===== src/rtl/bht_pkg.sv =====
// Shared branch-history-table types and widths used by the BHT update path.
package bht_pkg;

  localparam int BHT_IDX_W  = 10;
  localparam int BHT_HIST_W = 10;

  typedef struct packed {
    logic [BHT_IDX_W-1:0] index;
    logic                 brdir;
  } bht_upd_t;

endpackage


===== src/rtl/bht_upd_fifo.sv =====
// Two-write / one-read update queue: storage, pointers, occupancy, and
// per-entry valid / index-compare outputs for the pending-read check.
module bht_upd_fifo
  import bht_pkg::*;
#(
  parameter  int DEPTH = 4,
  parameter  int IDXW  = BHT_IDX_W,
  localparam int PTRW  = $clog2(DEPTH),
  localparam int OCCW  = $clog2(DEPTH + 1)
) (
  input  logic             clock,
  input  logic             reset_n,
  input  logic             i_wr0_en,
  input  logic [IDXW-1:0]  i_wr0_index,
  input  logic             i_wr0_brdir,
  input  logic             i_wr1_en,
  input  logic [IDXW-1:0]  i_wr1_index,
  input  logic             i_wr1_brdir,
  input  logic             i_pop,
  input  logic [IDXW-1:0]  i_cmp_index,
  output logic [IDXW-1:0]  o_head_index,
  output logic             o_head_brdir,
  output logic [PTRW-1:0]  o_head_ptr,
  output logic [DEPTH-1:0] o_vld,
  output logic [DEPTH-1:0] o_hit,
  output logic [OCCW-1:0]  o_occ
);

  logic [IDXW-1:0]  r_index [DEPTH];
  logic [DEPTH-1:0] r_brdir;
  logic [DEPTH-1:0] r_vld;
  logic [PTRW-1:0]  r_head;
  logic [PTRW-1:0]  r_tail;
  logic [OCCW-1:0]  r_occ;
  logic [PTRW-1:0]  w_slot1;
  logic [OCCW-1:0]  w_nwr;

  // Write port 1 lands directly behind port 0 so program order is kept.
  assign w_slot1 = r_tail + PTRW'(i_wr0_en);
  assign w_nwr   = OCCW'(i_wr0_en) + OCCW'(i_wr1_en);

  always_ff @(posedge clock or negedge reset_n) begin
    if (!reset_n) begin
      r_head <= '0;
      r_tail <= '0;
      r_occ  <= '0;
      r_vld  <= '0;
    end else begin
      r_tail <= r_tail + PTRW'(w_nwr);
      r_occ  <= r_occ + w_nwr - OCCW'(i_pop);
      if (i_pop) begin
        r_head        <= r_head + PTRW'(1);
        r_vld[r_head] <= 1'b0;
      end
      if (i_wr0_en) r_vld[r_tail]  <= 1'b1;
      if (i_wr1_en) r_vld[w_slot1] <= 1'b1;
    end
  end

  // Payload carries no reset; r_vld and r_occ qualify every use of it.
  always_ff @(posedge clock) begin
    if (i_wr0_en) begin
      r_index[r_tail] <= i_wr0_index;
      r_brdir[r_tail] <= i_wr0_brdir;
    end
    if (i_wr1_en) begin
      r_index[w_slot1] <= i_wr1_index;
      r_brdir[w_slot1] <= i_wr1_brdir;
    end
  end

  for (genvar g = 0; g < DEPTH; g++) begin : g_cmp
    assign o_hit[g] = (r_index[g] == i_cmp_index);
  end

  assign o_vld        = r_vld;
  assign o_head_ptr   = r_head;
  assign o_head_index = r_index[r_head];
  assign o_head_brdir = r_brdir[r_head];
  assign o_occ        = r_occ;

endmodule


===== src/rtl/bht_upd_sched.sv =====
// BHT commit-write scheduler: buffers up to two committed branch outcomes per
// cycle and drains one per cycle onto the BHT write port.
module bht_upd_sched
  import bht_pkg::*;
#(
  parameter  int DEPTH = 4,
  parameter  int IDXW  = BHT_IDX_W,
  localparam int PTRW  = $clog2(DEPTH),
  localparam int OCCW  = $clog2(DEPTH + 1)
) (
  input  logic            clock,
  input  logic            reset_n,
  input  logic            cm0_valid_i,
  input  logic [IDXW-1:0] cm0_index_i,
  input  logic            cm0_brdir_i,
  input  logic            cm1_valid_i,
  input  logic [IDXW-1:0] cm1_index_i,
  input  logic            cm1_brdir_i,
  output logic            cm_ready_o,
  input  logic [IDXW-1:0] rd_index_i,
  output logic            rd_pending_o,
  output logic [IDXW-1:0] bht_wt_index_o,
  output logic            bht_cm_brdir_o,
  output logic            bht_cm_brdir_se_o,
  output logic [OCCW-1:0] occ_o,
  output logic            ovf_err_o
);

  logic             w_ready;
  logic             w_se;
  logic             w_acc0;
  logic             w_acc1;
  logic             w_viol;
  logic             r_ovf;
  logic [IDXW-1:0]  w_head_index;
  logic             w_head_brdir;
  logic [PTRW-1:0]  w_head_ptr;
  logic [DEPTH-1:0] w_vld;
  logic [DEPTH-1:0] w_hit;
  logic [DEPTH-1:0] w_head_oh;
  logic [OCCW-1:0]  w_occ;

  // Ready depends only on registered occupancy: room for a full pair.
  assign w_ready = (w_occ <= OCCW'(DEPTH - 2));
  assign w_se    = (w_occ != '0);
  assign w_acc0  = cm0_valid_i & w_ready;
  assign w_acc1  = cm1_valid_i & w_ready;
  assign w_viol  = (cm0_valid_i | cm1_valid_i) & ~w_ready;

  bht_upd_fifo #(
    .DEPTH (DEPTH),
    .IDXW  (IDXW)
  ) u_fifo (
    .clock        (clock),
    .reset_n      (reset_n),
    .i_wr0_en     (w_acc0 | w_acc1),
    .i_wr0_index  (cm0_valid_i ? cm0_index_i : cm1_index_i),
    .i_wr0_brdir  (cm0_valid_i ? cm0_brdir_i : cm1_brdir_i),
    .i_wr1_en     (w_acc0 & w_acc1),
    .i_wr1_index  (cm1_index_i),
    .i_wr1_brdir  (cm1_brdir_i),
    .i_pop        (w_se),
    .i_cmp_index  (rd_index_i),
    .o_head_index (w_head_index),
    .o_head_brdir (w_head_brdir),
    .o_head_ptr   (w_head_ptr),
    .o_vld        (w_vld),
    .o_hit        (w_hit),
    .o_occ        (w_occ)
  );

  always_ff @(posedge clock or negedge reset_n) begin
    if (!reset_n)    r_ovf <= 1'b0;
    else if (w_viol) r_ovf <= 1'b1;
  end

  // The head is being written this cycle and the BHT bypasses it itself.
  always_comb begin
    w_head_oh             = '0;
    w_head_oh[w_head_ptr] = 1'b1;
  end

  assign rd_pending_o      = |(w_vld & w_hit & ~w_head_oh);
  assign bht_cm_brdir_se_o = w_se;
  assign bht_wt_index_o    = w_se ? w_head_index : '0;
  assign bht_cm_brdir_o    = w_se & w_head_brdir;
  assign cm_ready_o        = w_ready;
  assign occ_o             = w_occ;
  assign ovf_err_o         = r_ovf;

endmodule

===== config.mk =====
export PLATFORM = sky130hd
export DESIGN_NAME = bht_upd_sched
export DESIGN_NICKNAME = d
export VERILOG_FILES = /design/src/rtl/bht_pkg.sv /design/src/rtl/bht_upd_fifo.sv /design/src/rtl/bht_upd_sched.sv
export SDC_FILE = /design/constraint.sdc
export NUM_CORES = 1
export LEC_CHECK = 0
export CORE_AREA = 2 2 92 94
export DETAILED_ROUTE_END_ITERATION = 8
export DIE_AREA = 0 0 94 96
export GPL_ROUTABILITY_DRIVEN = 1
export MAX_ROUTING_LAYER = met4
export PLACE_DENSITY = 0.76
export SYNTH_ARGS = -nofsm -noshare
export SYNTH_HDL_FRONTEND = slang
export SYNTH_SLANG_ARGS = --single-unit

===== constraint.sdc =====
create_clock -name clock -period 2.8 [get_ports clock]
set_clock_uncertainty 0.05 [all_clocks]
set_input_delay 0.56 -clock clock [delete_from_list [all_inputs] [get_ports clock]]
set_output_delay 0.56 -clock clock [all_outputs]
set_load 0.02 [all_outputs]

==> summary.txt <==
Logic synthesis
  – Leading post-synthesis cells by instance count: sky130_fd_sc_hd__xor2_1, sky130_fd_sc_hd__edfxtp_1, sky130_fd_sc_hd__mux2_2, sky130_fd_sc_hd__mux2_4, sky130_fd_sc_hd__nand2_1
  – Most used flip-flop cell after synthesis: sky130_fd_sc_hd__edfxtp_1
  – Complex-gate fraction of the synthesized area: 0.0368
  – Post-synth EDFFs: 40
  – Post-synthesis cell area: 0.00353 mm2
  – Share of the synthesized netlist area taken by xor and xnor gates: 0.121
  – Number of cells produced by synthesis: 265
  – Fraction of post-synthesis cell area in the top cell type by area: 0.340
  – Area leader, netlist: sky130_fd_sc_hd__edfxtp_1
  – Post-synthesis mux area share: 0.222
  – Main combinational cell family by area after synthesis: multiplexers
  – Most numerous cell in the Yosys netlist: sky130_fd_sc_hd__xor2_1
  – Avg Inst Size Synth: 13.3 um2
  – Synthesized-area fraction occupied by adder cells: 0.0411
  – Post-Syn Nets: 312
  – Share of flip-flops with an asynchronous set or reset after synthesis: 0.214
  – Synth Warn #: 0
  – Post-synth cell types: 41
  – Largest cells by area after synthesis: sky130_fd_sc_hd__edfxtp_1, sky130_fd_sc_hd__xor2_1, sky130_fd_sc_hd__dfrtp_1
  – Simple-gate share of the synthesized area: 0.105
  – Count of state elements after synthesis: 56
  – Part of the Yosys area used for sequential elements: 0.448

Worst setup path
  – Critical Path RT: 2.19 ns
  – Critical path buffers and inverters: 2
  – Master of the slowest instance on the critical path: sky130_fd_sc_hd__clkdlybuf4s50_1
  – Worst stage delay on the critical path: 0.53 ns
  – Worst setup SP type: register
  – Kind of cell with the highest combined delay on the critical path: buffers and inverters
  – Arrival time at the worst endpoint: 2.11 ns
  – Worst Path Max Fanout: 6
  – Startpoint of the worst-slack reg-to-reg timing path: u_fifo.o_occ[0]$_DFF_PN0_
  – Setup Crit Path Kind: reg2out
  – Type of destination of the critical path: output port
  – Launching element of the worst setup path: u_fifo.o_head_ptr[0]$_DFFE_PN0N_
  – Critical-path cell list: buf_4 -> mux4_2 -> and2_1 -> clkdlybuf4s50_1

STA
  – Minimum clock period: 2.72 ns
  – Unrepaired setup endpoints after global routing: no
  – Worst-margin pin slew: 0.558 ns
  – Final-report max-slew violation count: 0
  – Max Clk Rate: 368 MHz
  – Fraction of the cycle the final worst path needs: 0.972
  – Final setup violation count: 0
  – Final hold violation count: 0
  – Worst slew margin: 0.627

Place
  – Routability Congestion: 0.829
  – Placed wire-length estimate after detailed placement: 6.03 mm
  – IO Port Bufs: 53

Power
  – Leakage dissipation: 1.85 nW
  – Maximum vdd ir drop: 0.469 mV
  – Power Total: 4.35 mW
  – PD cells: 958 mW/mm2

CTS
  – TritonCTS clock tree: built
  – Clock sinks: 56
  – Clock latency of the later-clocked register in the worst-skew pair: 0.31 ns
  – Total CTS buffers: 5
  – Number of H-tree levels: 2
  – CTS Root Buffer Type: sky130_fd_sc_hd__clkbuf_8
  – Maximum clock insertion buffer count: 2
  – Clock-pin slew of the registers on the worst-case setup and hold paths: 0.10 ns

Layout
  – Count of fill cells added during filler insertion: 664
  – Post-Route Utilization: 0.564
  – Synthesis-to-layout area growth: 28.6%
  – Fraction of layout instances using a drive strength above 1: 0.307
  – Net count reported at finish: 391
  – Antenna fix cells: 0

Global routing
  – Maximum number of pins on one net before global-route repair: 18
  – Number of antenna violations at the first check in global routing: 0
  – Overall track demand over capacity in global routing: 0.192
  – First-pass GRT wire length: 12.5 mm
  – Via count of the first global-routing pass: 2407
  – Leftover overflow at the end of global routing: 0

Min path
  – Hold Path Class: reg2reg
  – Launch instance of the worst min-delay path: u_fifo.o_vld[1]$_DFF_PN0_

Die
  – Core Footprint: 0.00805 mm2
  – Number of core rows: 33
  – Die Wd: 94 um
  – Effective utilization at floorplan: 0.439
  – Die Footprint: 0.00902 mm2
  – Die H: 96 um
  – I/O pins: 54

Routing
  – Wire per inst: 17.5 um
  – Vias after detailed routing: 2316
  – Via density: 5.15
  – Number of DRC violations after detailed routing: 0
  – First-iteration detailed-routing DRC count: 103
  – Final routed wirelength across all metal layers: 7.88 mm
  – 1st-pass router iterations: 4
  – Final ANT Viol Nets: 0

Job
  – Maximum Capacitance Violations: 0

Status
  – Run status: complete, no violations
[logic make-up (layout without fill, tap and decap cells)]
| group | after synthesis | count (layout) |
|---|---|---|
| adders and majority gates | 11 | 11 |
| xor gates and xnor gates | 47 | 47 |
| DFF | 56 | 56 |
| muxes | 52 | 52 |
| and+or+nand+nor | 64 | 64 |
| buffers and inverters | 17 | 97 |
| AOI/OAI and AO/OA | 18 | 18 |
[metal layers]
metal,vias up,global-route usage,part of all wire
met5,-,-,0
met4,0,0.0531,0.015
met3,10,0.0251,0.035
met2,46,0.320,0.50
met1,1137,0.249,0.45
li1,1123,-,-
[layout by cell type, fill, tap and decap left out, types with 2 or more instances in the layout]
master                            instances
sky130_fd_sc_hd__a21o_1                   4
sky130_fd_sc_hd__a22o_1                   3
sky130_fd_sc_hd__and2_1                  12
sky130_fd_sc_hd__and2_4                   2
sky130_fd_sc_hd__buf_12                   5
sky130_fd_sc_hd__buf_4                   22
sky130_fd_sc_hd__clkbuf_8                 5
sky130_fd_sc_hd__clkdlybuf4s50_1         45
sky130_fd_sc_hd__dfrtp_1                 11
sky130_fd_sc_hd__dfxtp_1                  4
sky130_fd_sc_hd__dlygate4sd2_1            6
sky130_fd_sc_hd__edfxtp_1                40
sky130_fd_sc_hd__ha_1                    10
sky130_fd_sc_hd__inv_1                    9
sky130_fd_sc_hd__mux2_2                  20
sky130_fd_sc_hd__mux2_4                  20
sky130_fd_sc_hd__mux4_2                  11
sky130_fd_sc_hd__nand2_1                 17
sky130_fd_sc_hd__nand2_2                  2
sky130_fd_sc_hd__nand2b_1                 4
sky130_fd_sc_hd__nand3_1                  4
sky130_fd_sc_hd__nand4_2                  2
sky130_fd_sc_hd__nand4b_1                 2
sky130_fd_sc_hd__nor2_1                   2
sky130_fd_sc_hd__nor3_1                   4
sky130_fd_sc_hd__nor4_1                   3
sky130_fd_sc_hd__nor4_2                   5
sky130_fd_sc_hd__o21ai_0                  8
sky130_fd_sc_hd__xnor2_1                  3
sky130_fd_sc_hd__xor2_1                  42
[sequential cells by signal, summed over array words and instances, names as in the netlist]
signal / count
u_fifo.r_index: 40
ovf_err_o: 1
u_fifo.o_occ: 3
u_fifo.o_vld: 4
u_fifo.o_head_ptr: 2
u_fifo.r_tail: 2
u_fifo.r_brdir: 4
[final timing paths]
path | slack (ns) | endpoint | cells after the start
setup / recovery | 0.08 | bht_wt_index_o[6] | 4
min in group asynchronous | 0.54 | u_fifo.o_occ[2]$_DFF_PN0_ | 1
setup reg to reg | 0.27 | u_fifo.r_index[2][0]$_DFFE_PP_ | 10
max in group asynchronous | 1.76 | u_fifo.o_head_ptr[0]$_DFFE_PN0N_ | 1
hold reg to reg | 0.44 | u_fifo.o_vld[1]$_DFF_PN0_ | 1
hold / removal | 0.44 | u_fifo.o_vld[1]$_DFF_PN0_ | 1
[where the power goes]
part	switching, mW	internal, mW	leakage, nW
clock network	0.275	0.265	0.0541
logic	1.13	1.23	1.25
registers	0.223	1.23	0.539
total	1.62	2.73	1.85
[area by class of cell]
cell class	instances	area, um2	area share
tap	105	131	0.0289
multi-input combinational	192	1890	0.416
inverter	9	33.8	0.00744
timing repair buffer	80	792	0.174
clock inverter	3	42.5	0.00936
clock buffer	5	68.8	0.0151
sequential	56	1580	0.348
[metrics by stage]
| step | setup slack [ns] | TNS, ns | cells | hold WS [ns] | instance area [um2] |
|---|---|---|---|---|---|
| after floorplan | 0.117 | 0 | 265 | 0.214 | 3530 |
| after global placement | -0.351 | -1.42 | 439 | 0.409 | 4380 |
| after detailed placement | -0.396 | -3.01 | 439 | 0.418 | 4380 |
| after CTS | 0.0400 | 0 | 447 | 0.441 | 4510 |
| after global routing | 0.00206 | 0 | 450 | 0.455 | 4540 |
| final | 0.0795 | 0 | 450 | 0.435 | 4540 |
[timing repair]
item	CTS	global route
setup endpoints to repair	12	5
resized for setup	14	3
hold buffers	0	0
pin swaps	0	2
buffers inserted	0	3
No activity file was read; power rests on OpenSTA's default activity.
